File: config.mk
export PLATFORM = sky130hd
export DESIGN_NAME = event_fifo
export DESIGN_NICKNAME = d
export VERILOG_FILES = /design/src/rtl/event_fifo.sv
export SDC_FILE = /design/constraint.sdc
export NUM_CORES = 1
export LEC_CHECK = 0
export CORE_AREA = 2 2 94 96
export CTS_BUF_LIST = sky130_fd_sc_hd__clkbuf_16
export CTS_CLUSTER_SIZE = 28
export DETAILED_ROUTE_END_ITERATION = 6
export DIE_AREA = 0 0 96 98
export DONT_BUFFER_PORTS = 1
export PLACE_DENSITY = 0.75
export SLEW_MARGIN = 20
export SYNTH_ARGS = -nofsm -noshare
export SYNTH_HDL_FRONTEND = slang
export SYNTH_SLANG_ARGS = --single-unit
export TNS_END_PERCENT = 100
File: constraint.sdc
create_clock -name clk -period 2.9 [get_ports clk]
set_input_delay 0.435 -clock clk [delete_from_list [all_inputs] [get_ports clk]]
set_output_delay 0.435 -clock clk [all_outputs]
set_load 0.005 [all_outputs]
File: src/rtl/event_fifo.sv
// Keyboard/front-panel event FIFO: arbitrated single write per cycle, drop accounting on overflow.
// Optional auto-repeat suppression enabled by defining REPEAT_FILTER_EN.
module event_fifo #(
  parameter int KEY_W  = 8,
  parameter int DEPTH  = 8,
  parameter int DROP_W = 8
) (
  input  logic                     clk,
  input  logic                     reset,
  input  logic [KEY_W-1:0]         keycode,
  input  logic                     key_is_press,
  input  logic                     key_en,
  input  logic                     increase,
  input  logic                     decrease,
  input  logic                     change_menu,
  input  logic                     clear,
  output logic [KEY_W+2:0]         evt,
  output logic [$clog2(DEPTH):0]   count,
  output logic                     overflow,
  output logic [DROP_W-1:0]        drop_count
);

  localparam int PTR_W = $clog2(DEPTH);
  localparam int CNT_W = PTR_W + 1;
  localparam int ENT_W = KEY_W + 2;

  typedef enum logic [1:0] {
    K_RELEASE = 2'b00,
    K_PRESS   = 2'b01,
    K_CTRL    = 2'b10
  } kind_t;

  logic [ENT_W-1:0]  r_mem [DEPTH];
  logic [PTR_W-1:0]  r_rd_ptr;
  logic [PTR_W-1:0]  r_wr_ptr;
  logic [CNT_W-1:0]  r_count;
  logic              r_overflow;
  logic [DROP_W-1:0] r_drop_count;
  logic [2:0]        r_pend;

  logic              w_key_ok;
  logic [2:0]        w_pend;
  logic [2:0]        w_pend_clr;
  logic              w_pop;
  logic              w_room;
  logic              w_wr_en;
  logic              w_drop;
  logic [ENT_W-1:0]  w_wr_data;
  kind_t             w_key_kind;

`ifdef REPEAT_FILTER_EN
  logic [KEY_W-1:0]  r_held_key;
  logic              r_held;

  always_ff @(posedge clk or negedge reset) begin
    if (!reset) begin
      r_held_key <= '0;
      r_held     <= 1'b0;
    end else if (key_en) begin
      if (key_is_press) begin
        r_held_key <= keycode;
        r_held     <= 1'b1;
      end else if (r_held && (keycode == r_held_key)) begin
        r_held     <= 1'b0;
      end
    end
  end

  assign w_key_ok = key_en && !(key_is_press && r_held && (keycode == r_held_key));
`else
  assign w_key_ok = key_en;
`endif

  // Same-cycle strobes are folded into pending so they can win arbitration immediately.
  always_comb begin
    w_pend     = r_pend | {change_menu, decrease, increase};
    w_pop      = clear && (r_count != '0);
    w_room     = (r_count != CNT_W'(DEPTH)) || w_pop;
    w_key_kind = key_is_press ? K_PRESS : K_RELEASE;
    w_wr_en    = 1'b0;
    w_wr_data  = '0;
    w_pend_clr = '0;
    w_drop     = 1'b0;
    if (w_key_ok) begin
      if (w_room) begin
        w_wr_en   = 1'b1;
        w_wr_data = {w_key_kind, keycode};
      end else begin
        w_drop    = 1'b1;
      end
    end else if (w_room) begin
      if (w_pend[0]) begin
        w_wr_en    = 1'b1;
        w_wr_data  = {K_CTRL, KEY_W'(1)};
        w_pend_clr = 3'b001;
      end else if (w_pend[1]) begin
        w_wr_en    = 1'b1;
        w_wr_data  = {K_CTRL, KEY_W'(2)};
        w_pend_clr = 3'b010;
      end else if (w_pend[2]) begin
        w_wr_en    = 1'b1;
        w_wr_data  = {K_CTRL, KEY_W'(3)};
        w_pend_clr = 3'b100;
      end
    end
  end

  always_ff @(posedge clk or negedge reset) begin
    if (!reset) begin
      r_rd_ptr     <= '0;
      r_wr_ptr     <= '0;
      r_count      <= '0;
      r_overflow   <= 1'b0;
      r_drop_count <= '0;
      r_pend       <= '0;
    end else begin
      if (w_wr_en) r_wr_ptr <= r_wr_ptr + 1'b1;
      if (w_pop)   r_rd_ptr <= r_rd_ptr + 1'b1;
      r_count <= r_count + CNT_W'(w_wr_en) - CNT_W'(w_pop);
      r_pend  <= w_pend & ~w_pend_clr;
      if (w_drop) begin
        r_overflow <= 1'b1;
        if (r_drop_count != '1) r_drop_count <= r_drop_count + 1'b1;
      end
    end
  end

  always_ff @(posedge clk) begin
    if (w_wr_en) r_mem[r_wr_ptr] <= w_wr_data;
  end

  assign evt        = (r_count != '0) ? {1'b1, r_mem[r_rd_ptr]} : '0;
  assign count      = r_count;
  assign overflow   = r_overflow;
  assign drop_count = r_drop_count;

endmodule

==> flow_metrics.env <==
export IMPL_outcome="complete, no violations"
export IMPL_cts_buffers=9
export IMPL_critPathCaptureType="flop"
export IMPL_cp_slowest_cell="dfrtp_1"
export IMPL_worstMarginPinSlew_ps=777
export IMPL_synth_edf_count=80
export IMPL_dieArea_um2=9410
export IMPL_synth_top_area_share_pct=55.6
export IMPL_ys_ff_latch=102
export IMPL_cts_root_buf="clkbuf_16"
export IMPL_ff_latch_area_um2=2950
export IMPL_cts_resized_gates=0
export IMPL_viasPerCell=5.80
export IMPL_drt_pass1_iter_count=4
export IMPL_setup_tns_ps=0
export IMPL_rows=34
export IMPL_drtIter0Drc=134
export IMPL_postSynth_asyncResetShare_pct=21.6
export IMPL_vias=2261
export IMPL_gr_usage_all_layers_pct=18.6
export IMPL_yosys_area_top_type="edfxtp_1"
export IMPL_fillers=630
export IMPL_fmax_ghz=0.419
export IMPL_rsz0062_at_grt="no"
export IMPL_netlist_instances=257
export IMPL_drt_wirelength_per_cell_um=20.7
export IMPL_critPathMaxStageDelay_ps=370
export IMPL_grt_pass1_wl_um=12600
export IMPL_crit_buf_inv=3
export IMPL_io_pins=40
export IMPL_dp_hpwl_um=5290
export IMPL_synthesis_area_um2=4320
export IMPL_timing_critical_path_depth=11
export IMPL_ys_types=39
export IMPL_ant_nets=0
export IMPL_routed_wl_um=8070
export IMPL_post_place_cells=372
export IMPL_endpoint="count[2]"
export IMPL_hold_viol=0
export IMPL_synthTopCellsByArea="edfxtp_1, dfrtp_1, mux4_2, mux2i_1, ha_1"
export IMPL_grt_pass1_vias=2329
export IMPL_r2r_start="count[2]"
export IMPL_clock_latency_ps=340
export IMPL_period_needed_ps=2390
export IMPL_power_density_nw_per_um2=1040
export IMPL_regToRegSetupSlack_ps=510
export IMPL_crit_start="count[2]"
export IMPL_cp_cell_sequence="inv_1 -> ha_1 -> nand2b_1 -> nand3_1 -> nand2_2 -> ha_1 -> inv_1 -> ha_1 -> inv_1 -> fa_1 -> xnor2_1"
export IMPL_area_growth_pct=11.3
export IMPL_portBuffers=0
export IMPL_min_period_over_period_pct=82.4
export IMPL_synth_warnings=0
export IMPL_start_kind="flop"
export IMPL_antenna_found_initial=1
export IMPL_htreeDepth=3
export IMPL_nets=302
export IMPL_drive_above_1_share_pct=21.0
export IMPL_route_detailed_drc=0
export IMPL_yosys_top_cells_count="edfxtp_1, nor2_1, dfrtp_1"
export IMPL_multi_input_area_um2=1280
export IMPL_cp_max_fo=6
export IMPL_cts_clk_slew_worst_paths_ps=70
export IMPL_initial_core_util_pct=51.0
export IMPL_dpl_worst_slack_ps=493
export IMPL_finClkSkew_ps=9.12
export IMPL_required_ps=3120
export IMPL_synth_most_common_cell="edfxtp_1"
export IMPL_cts_tree="yes"
export IMPL_die_x_um=96
export IMPL_reg2reg_to="count[2]"
export IMPL_max_slew_margin_rel_pct=48.2
export IMPL_finalWorstSetupSlack_ps=512
export IMPL_cts_sinks=102
export IMPL_die_height_um=98
export IMPL_place_congestion=0.749
export IMPL_postSynthNetCount=283
export IMPL_holdWs_ps=58.6
export IMPL_synth_flop_cell="edfxtp_1"
export IMPL_arrival_ps=2610
export IMPL_core_area_um2=8470
export IMPL_avgSynthCellArea_um2=16.8
export IMPL_p_leak_nw=1.81
export IMPL_setup_viol=0
export IMPL_reg2regPathDepth=11
export IMPL_maxCapViolCount=0
export IMPL_ys_seq_area_share_pct=68.4
export IMPL_grt_max_degree=23
export IMPL_cts_max_path_buffers=2
export IMPL_cp_top_family="adder cells"
export IMPL_hold_path_class="in2async"
export IMPL_layout_cells_non_filler=390
export IMPL_slew_violations=0
export IMPL_peakVddDrop_uv=640
export IMPL_critical_path_class="reg2reg"
export IMPL_grt_remaining_overflow=0
-- state kept, by name, summed over array words and instances, names as in the netlist --
register,cells
r_wr_ptr,3
r_mem,80
count,4
overflow,1
r_pend,3
drop_count,8
r_rd_ptr,3
-- what timing repair did --
action                    in CTS  in global routing
hold buffers                   1                  0
hold endpoints to repair      22                  0
buffers inserted               0                  0
-- placed cells by master (no fill, tap or decap), drive strengths merged, types with 2 or more instances in the layout --
| cell type | count |
|---|---|
| edfxtp | 80 |
| nor2 | 24 |
| dfrtp | 22 |
| mux4 | 20 |
| buf | 16 |
| inv | 16 |
| mux2i | 12 |
| and3 | 9 |
| ha | 9 |
| clkbuf | 9 |
| nand2 | 9 |
| nand3 | 8 |
| mux2 | 6 |
| xnor2 | 5 |
| a21oi | 5 |
| nor3 | 5 |
| nand2b | 4 |
| xor2 | 3 |
| clkinvlp | 3 |
| or2b | 2 |
-- worst min-delay path by stage --
stage / startpoint / to / slack [ps] / cells after the start
final: reset / drop_count[2] / 60 / 1
after global routing: reset / drop_count[2] / 90 / 1
after CTS: key_en / r_pend[0] / 230 / 2
after detailed placement: reset / count[0] / 140 / 0
after global placement: reset / count[2] / 140 / 0
after floorplan: reset / count[0] / 140 / 0
-- logic make-up (layout without fill, tap and decap cells) --
| kind of cell | count (synthesis) | in the layout | synth area share, % |
|---|---|---|---|
| mux | 38 | 38 | 14.8 |
| simple gates | 69 | 69 | 8.75 |
| buf+inv | 20 | 44 | 2.03 |
| xor+xnor | 8 | 8 | 1.62 |
| compound gates | 10 | 10 | 1.39 |
| flops | 102 | 102 | 68.4 |
| other cells | 0 | 1 | 0 |
| fa+ha+maj | 10 | 10 | 3.07 |
-- final cells by class --
cell class,instances,share of cell area (%)
flip-flops and latches,102,61.4
multi-input cells,135,26.6
clock buffers,9,4.69
well taps,108,2.81
repair buffers,16,2.45
clock inverters,7,1.04
inverters,12,0.937
diodes,1,0.0521
-- through the flow --
stage | total power (W) | area [µm²] | utilization, %
finish | 0.00499 | 4810 | 56.8
global placement | 0.00388 | 4520 | 53.4
floorplan | 0.00346 | 4320 | -
detailed placement | 0.00395 | 4520 | 53.4
CTS | 0.00506 | 4810 | 56.8
global route | 0.00529 | 4810 | 56.8
-- where the power goes --
group | switching [W] | internal [W] | total [W]
clock network | 0.000519 | 0.000584 | 0.00110
registers | 0.000242 | 0.00208 | 0.00232
logic | 0.000839 | 0.000730 | 0.00157
-- routing by layer --
| layer | global-route usage (%) | part of all wire [%] | up-vias |
|---|---|---|---|
| li1 | - | - | 1025 |
| met1 | 25.0 | 43 | 1169 |
| met2 | 29.1 | 51 | 60 |
| met3 | 6.48 | 6.3 | 7 |
| met4 | 4.95 | 0.64 | 0 |
| met5 | 0 | 0 | - |
Note: power is estimated with default switching activity, not from simulation.
